==> src/rtl/tff_count_sequencer.sv <==
// Control sequencer for a WIDTH-bit T-flop counter bank. It produces the toggle
// vector for each cycle and tracks the start/busy/done handshake with the host.
//
// state | meaning
// ------+-----------------------------------------------------------------
// IDLE  | waiting for start; bank holds its value (t_vec = 0)
// LOAD  | one cycle: toggle the bits that differ from the captured load value
// RUN   | count up/down each cycle until q matches the captured limit
module tff_count_sequencer #(
   parameter int WIDTH = 4
) (
   input  logic             clk,
   input  logic             re,
   input  logic             start,
   input  logic             up,
   input  logic             wrap,
   input  logic             halt,
   input  logic [WIDTH-1:0] load_val,
   input  logic [WIDTH-1:0] limit,
   output logic [WIDTH-1:0] t_vec,
   output logic [WIDTH-1:0] q,
   output logic             busy,
   output logic             done
);

   typedef enum logic [1:0] {
      IDLE = 2'b00,
      LOAD = 2'b01,
      RUN  = 2'b10
   } state_t;

   state_t           state;
   logic             up_cap;
   logic             wrap_cap;
   logic [WIDTH-1:0] load_cap;
   logic [WIDTH-1:0] limit_cap;

   logic [WIDTH-1:0] t_up;
   logic [WIDTH-1:0] t_dn;
   logic             match;

   assign match = (q == limit_cap);

   // Bit i toggles when all lower bits are 1 (up) or all lower bits are 0 (down).
   always_comb begin : toggle_calc
      logic run_up;
      logic run_dn;
      run_up = 1'b1;
      run_dn = 1'b1;
      t_up   = '0;
      t_dn   = '0;
      for (int i = 0; i < WIDTH; i++) begin
         t_up[i] = run_up;
         t_dn[i] = run_dn;
         run_up  = run_up & q[i];
         run_dn  = run_dn & ~q[i];
      end
   end

   always_comb begin
      t_vec = '0;
      case (state)
         IDLE: t_vec = '0;
         LOAD: t_vec = q ^ load_cap;
         RUN: begin
            if (halt) begin
               t_vec = '0;
            end else if (match) begin
               t_vec = wrap_cap ? (q ^ load_cap) : '0;
            end else begin
               t_vec = up_cap ? t_up : t_dn;
            end
         end
         default: t_vec = '0;
      endcase
   end

   always_ff @(posedge clk or negedge re) begin
      if (!re) begin
         state     <= IDLE;
         q         <= '0;
         done      <= 1'b0;
         busy      <= 1'b0;
         up_cap    <= 1'b0;
         wrap_cap  <= 1'b0;
         load_cap  <= '0;
         limit_cap <= '0;
      end else begin
         // The bank is only ever updated through the toggle vector.
         q    <= q ^ t_vec;
         done <= 1'b0;
         case (state)
            IDLE: begin
               if (start) begin
                  up_cap    <= up;
                  wrap_cap  <= wrap;
                  load_cap  <= load_val;
                  limit_cap <= limit;
                  busy      <= 1'b1;
                  state     <= LOAD;
               end
            end
            LOAD: begin
               state <= RUN;
            end
            RUN: begin
               if (!halt && match) begin
                  done <= 1'b1;
                  if (!wrap_cap) begin
                     busy  <= 1'b0;
                     state <= IDLE;
                  end
               end
            end
            default: begin
               busy  <= 1'b0;
               state <= IDLE;
            end
         endcase
      end
   end

endmodule

==> config.mk <==
export PLATFORM = sky130hd
export DESIGN_NAME = tff_count_sequencer
export DESIGN_NICKNAME = d
export VERILOG_FILES = /design/src/rtl/tff_count_sequencer.sv
export SDC_FILE = /design/constraint.sdc
export NUM_CORES = 1
export LEC_CHECK = 0
export CORE_ASPECT_RATIO = 1.5
export CORE_MARGIN = 3
export CORE_UTILIZATION = 40
export DETAILED_ROUTE_END_ITERATION = 8
export PLACE_DENSITY = 0.66
export SETUP_SLACK_MARGIN = 0.15
export SYNTH_ARGS = -nofsm -noshare
export SYNTH_HDL_FRONTEND = slang
export SYNTH_SLANG_ARGS = --single-unit
==> constraint.sdc <==
create_clock -name clk -period 4.1 [get_ports clk]
set_input_delay 0.82 -clock clk [delete_from_list [all_inputs] [get_ports clk]]
set_output_delay 0.82 -clock clk [all_outputs]
set_load 0.03 [all_outputs]
Word-level counts from Yosys, hierarchy flattened. Cells that the tools add are included.

Eq/ne operators: 6. Muxes and demuxes: 15. Bitwise gates (word level): 10. Reduce and logical (&&, ||, !) cells: 6.

Operators by type and width (count): 4-bit two-way mux (4); 4-bit case mux with 2 select lines (1); 4-bit bitwise XOR (2); 2-bit two-way mux (3); 2-bit != test, second input constant (3); 2-bit case mux with 3 select lines (1); 1-bit two-way mux (5); 1-bit bitwise AND (4); 4-bit == test (1); 1-bit inverter (4); 4-bit AND reduction (1); 1-bit case mux with 3 select lines (1); 3-bit AND reduction (1); 2-bit by 1-bit == test with 1-bit output, second input constant (1); 2-bit == test, second input constant (1); 2-bit logical NOT (1); 2-bit AND reduction (1); 1-bit logical AND (1); 1-bit logical NOT (1).

Flip-flop bits (word level): 18. Bits of input ports: 14. Output and inout port bits: 10. Logic and storage cells: 45.

Logic depth before layout (Yosys ltp).
Depth after elaboration: 8. Mapped depth: 7. Depth with buffers taken out: 7.

Least setup slack after synthesis. OpenSTA, ideal clock, no wires.

Kind: flip-flop to output port. From: reg q[0]. To: out t_vec[1]. Arrival time: 2.411 ns. Required time: 3.280 ns. Path slack: 0.869 ns. Stages on the path, launching flop included: 6. Path buffers: 1. Cell sequence: dfrtp_1 > buf_4 > xor2_1 > or4_4 > mux2_4 > a21boi_0.

Longest elaborated chain between the ends: 5. Elaborated cells on any way between the ends: 6. Those cells by class: eq/ne: 1; mux: 4; bitwise: 1.

RTL lines: start, declared (line 21) `output logic [WIDTH-1:0] q,`; start signal, assigned (line 90) `q <= q ^ t_vec;`; branches (longest 2 deep; another with 4-bit == test); 4-bit two-way mux * (line 68) `end else if (match) begin`; 4-bit two-way mux * (line 66) `if (halt) begin`; 4-bit case mux with 2 select lines * (line 62) `case (state)`; end, declared (line 20) `output logic [WIDTH-1:0] t_vec,`.

Mark *: on every way between the ends.

Final worst setup path.
From: reg q[0]. To: out t_vec[2].

Longest elaborated chain between the ends: 6. Elaborated cells on any way between the ends: 8. Those cells by class: eq/ne: 1; mux: 4; bitwise: 3.

RTL lines: 1-bit inverter (line 56) `run_dn = run_dn & ~q[i];`; 1-bit bitwise AND (line 56); 4-bit two-way mux (line 71) `t_vec = up_cap ? t_up : t_dn;`; 4-bit two-way mux * (line 68); 4-bit two-way mux * (line 66); 4-bit case mux with 2 select lines * (line 62).

Every way passes the cells marked *; elsewhere a longest branch is shown, timed or not.

==> summary.md <==
| Metric | Value |
|---|---|
| Outcome | finished, final reports clean |
| Synth top area cells | dfrtp_1 (43%), mux2_2 (12%), xor2_1 (6.7%) |
| Slowest-stage cell, CP | clkdlybuf4s50_1 |
| DR DRC count | 0 |
| Antenna violations before repair | 0 |
| Final Hold Vio Count | 0 |
| Min Hold Slack | 535.4 ps |
| Worst setup EP type | output pin |
| Clock Tree Root | clkbuf_4 |
| Post-CTS Setup Bufs | 0 |
| Clock Latency Late Sink | 300 ps |
| Post-CTS sizing | 0 |
| I/O Buffers | 23 |
| Final Cycle Share | 0.9153 |
| Post-Route Utilization | 0.5303 |
| I/O pin total | 24 |
| Pre-CTS WS | 374.7 ps |
| Flops & latches, synth | 18 |
| Post-detail-place hpwl | 1533 um |
| Layout cells sized above 1 | 0.1557 |
| CP arrival | 2930 ps |
| Worst Hold Launch | limit_cap[2] |
| Routed length per placed instance | 14.23 um |
| Sink Count | 18 |
| Synth unique cells | 29 |
| Hold Buf Count CTS | 0 |
| Final setup vio count | 0 |
| WL final | 2078 um |
| Reg clk slew, reported paths | 110 ps |
| CTS tree | built |
| Sequential area share after synthesis | 0.4291 |
| CTS buffer count | 3 |
| Chip height | 68.74 um |
| Final Wtd Congestion | 0.7897 |
| Initial core utilization | 0.4237 |
| # diodes | 0 |
| Vias per cell | 5.562 |
| Htree depth | 1 |
| Synth-to-Final Area Change | 25.15% |
| Mapped Nets | 117 |
| Fin nets | 140 |
| Via count | 812 |
| Slew @ Worst Pin | 830.1 ps |
| Vias in the first global route | 737 |
| CP startpoint kind | register |
| Final WS setup | 347.3 ps |
| Worst hold endpoint | limit_cap[2] |
| Cell taking the most area after synthesis | dfrtp_1 |
| Post-synthesis cell area | 1050 um^2 |
| Die footprint | 3288 um^2 |
| Hold Path Class | reg -> reg |
| CP bufs+invs | 1 |
| TNS Setup | 0 ps |
| Reg2reg path depth | 5 |
| Max Cap Viol | 0 |
| Slowest stage delay, CP | 710 ps |
| Worst Setup SP | q[0] |
| Power density over cell area | 768.0 nW/um^2 |
| First-pass GRT wire length | 3298 um |
| Reg2reg start | q[0] |
| Largest net degree at the start of global routing | 19 |
| Reg2reg setup slack | 2010 ps |
| Crit path depth | 5 |
| Hold path cells | 1 |
| Rows | 22 |
| Final Skew | 6.519 ps |
| Total GRT Usage | 0.1444 |
| Iter 0 DRT Violations | 14 |
| Crit path cell chain | xor2_1 > nor4_1 > mux2_2 > a21boi_0 > clkdlybuf4s50_1 |
| Worst setup path class | reg -> out |
| Synthesized area per cell | 10.50 um^2 |
| Remaining global-route overflow | 0 |
| Leak pwr | 0.0005490 uW |
| Reg2reg end | q[2] |
| Pre-Repair DR Iteration Count | 4 |
| RSZ-0062 raised after global routing | no |
| Slew headroom | 0.4448 |
| Critical path's top delay family | buffers and inverters |
| Mapped Cells | 100 |
| Width of the die | 47.83 um |
| Core ar. | 2477 um^2 |
| Peak VDD IR | 386.6 uV |
| Data required, critical path | 3280 ps |
| Slew Viols, Final | 0 |
| Synth top area share | 0.4291 |
| DRT antenna net count | 0 |
| Maximum buffer depth of the clock tree | 2 |
| Yosys warns | 0 |
| Fin crit period | 3753 ps |
| CP Max Fanout | 8 |
| Fmax | 0.2665 GHz |
[state kept, by name, indices dropped and copies added, names as in the netlist]
| register | count |
|---|---|
| q | 4 |
| limit_cap | 4 |
| load_cap | 4 |
| up_cap | 1 |
| done | 1 |
| state | 2 |
| busy | 1 |
| wrap_cap | 1 |
[cells by family after synthesis]
logic type      after synthesis  share of synthesized area
compound gates               24                     0.1466
xor+xnor                     11                    0.09178
fa+ha+maj                     3                    0.03576
buf+inv                       9                    0.04529
flops                        18                     0.4291
mux                          13                     0.1418
simple gates                 22                     0.1097
[layer usage]
metal,vias up,global-route usage,share of wire
met4,0,0.06061,0.018
met5,-,0,0
met1,400,0.1831,0.42
met2,19,0.2401,0.53
met3,4,0.01558,0.030
li1,389,-,-
[cell usage in the layout, fill, tap and decap left out, types with 2 or more instances in the layout]
cell             synthesis  layout
nor2_1                   3       3
clkbuf_4                 0       3
dfrtp_1                 18      18
inv_1                    4       4
ha_1                     3       3
xnor2_1                  3       3
mux2_2                  11      11
o2bb2ai_1                2       2
and2_1                   2       2
nand2_1                  9       9
xor2_1                   8       8
a31oi_1                  4       4
clkdlybuf4s50_1          0      23
a21oi_1                  6       6
o21ai_0                  9       9
a21boi_0                 2       2
[cells in the mapped netlist, drive strengths merged]
| master | n |
|---|---|
| inv | 4 |
| xor2 | 8 |
| a31oi | 4 |
| o21ai | 9 |
| nand2 | 9 |
| and3b | 1 |
| mux2i | 1 |
| nor3 | 1 |
| a21boi | 2 |
| ha | 3 |
| dfrtp | 18 |
| or3 | 1 |
| xnor2 | 3 |
| nand2b | 1 |
| nor2 | 3 |
| o31ai | 1 |
| and3 | 1 |
| nor2b | 1 |
| buf | 5 |
| o2bb2ai | 2 |
| nor4 | 1 |
| or4 | 1 |
| and2 | 2 |
| a21oi | 6 |
| mux2 | 12 |
[through the flow]
stage | area (um^2) | total power [uW] | cells
final | 1314 | 1009 | 146
after global routing | 1314 | 1092 | 146
after CTS | 1314 | 1020 | 146
after detailed placement | 1277 | 903.1 | 142
after global placement | 1277 | 885.8 | 142
after floorplan | 1050 | 749.0 | 100
[layout make-up]
| cell class | instances | area (um^2) |
|---|---|---|
| Timing Repair Buffer | 23 | 230.2 |
| Sequential cell | 18 | 450.4 |
| Clock buffer | 4 | 36.28 |
| Multi-Input combinational cell | 73 | 551.8 |
| Tap cell | 24 | 30.03 |
| Inverter | 4 | 15.01 |
| Fill cell | 230 | 1164 |
[report_power, final]
group	internal (uW)	switching (uW)
combinational	259	294
sequential	259	87.0
clock	54.2	56.2
[worst max-delay path by stage]
| stage | endpoint | slack (ps) |
|---|---|---|
| 5_1_grt | t_vec[2] | 160 |
| 3_3_place_gp | t_vec[2] | 390 |
| 6_report | t_vec[2] | 350 |
| 2_1_floorplan | t_vec[1] | 870 |
| 4_1_cts | t_vec[2] | 330 |
| 3_5_place_dp | t_vec[2] | 370 |
[worst register-to-register path, stage by stage (launching register included)]
cell and delay, ps:
dfrtp_1 500, xor2_1 210, nor4_1 590, mux2_2 430, o2bb2ai_1 130, a31oi_1 150
No activity file was read; power rests on OpenSTA's default activity.
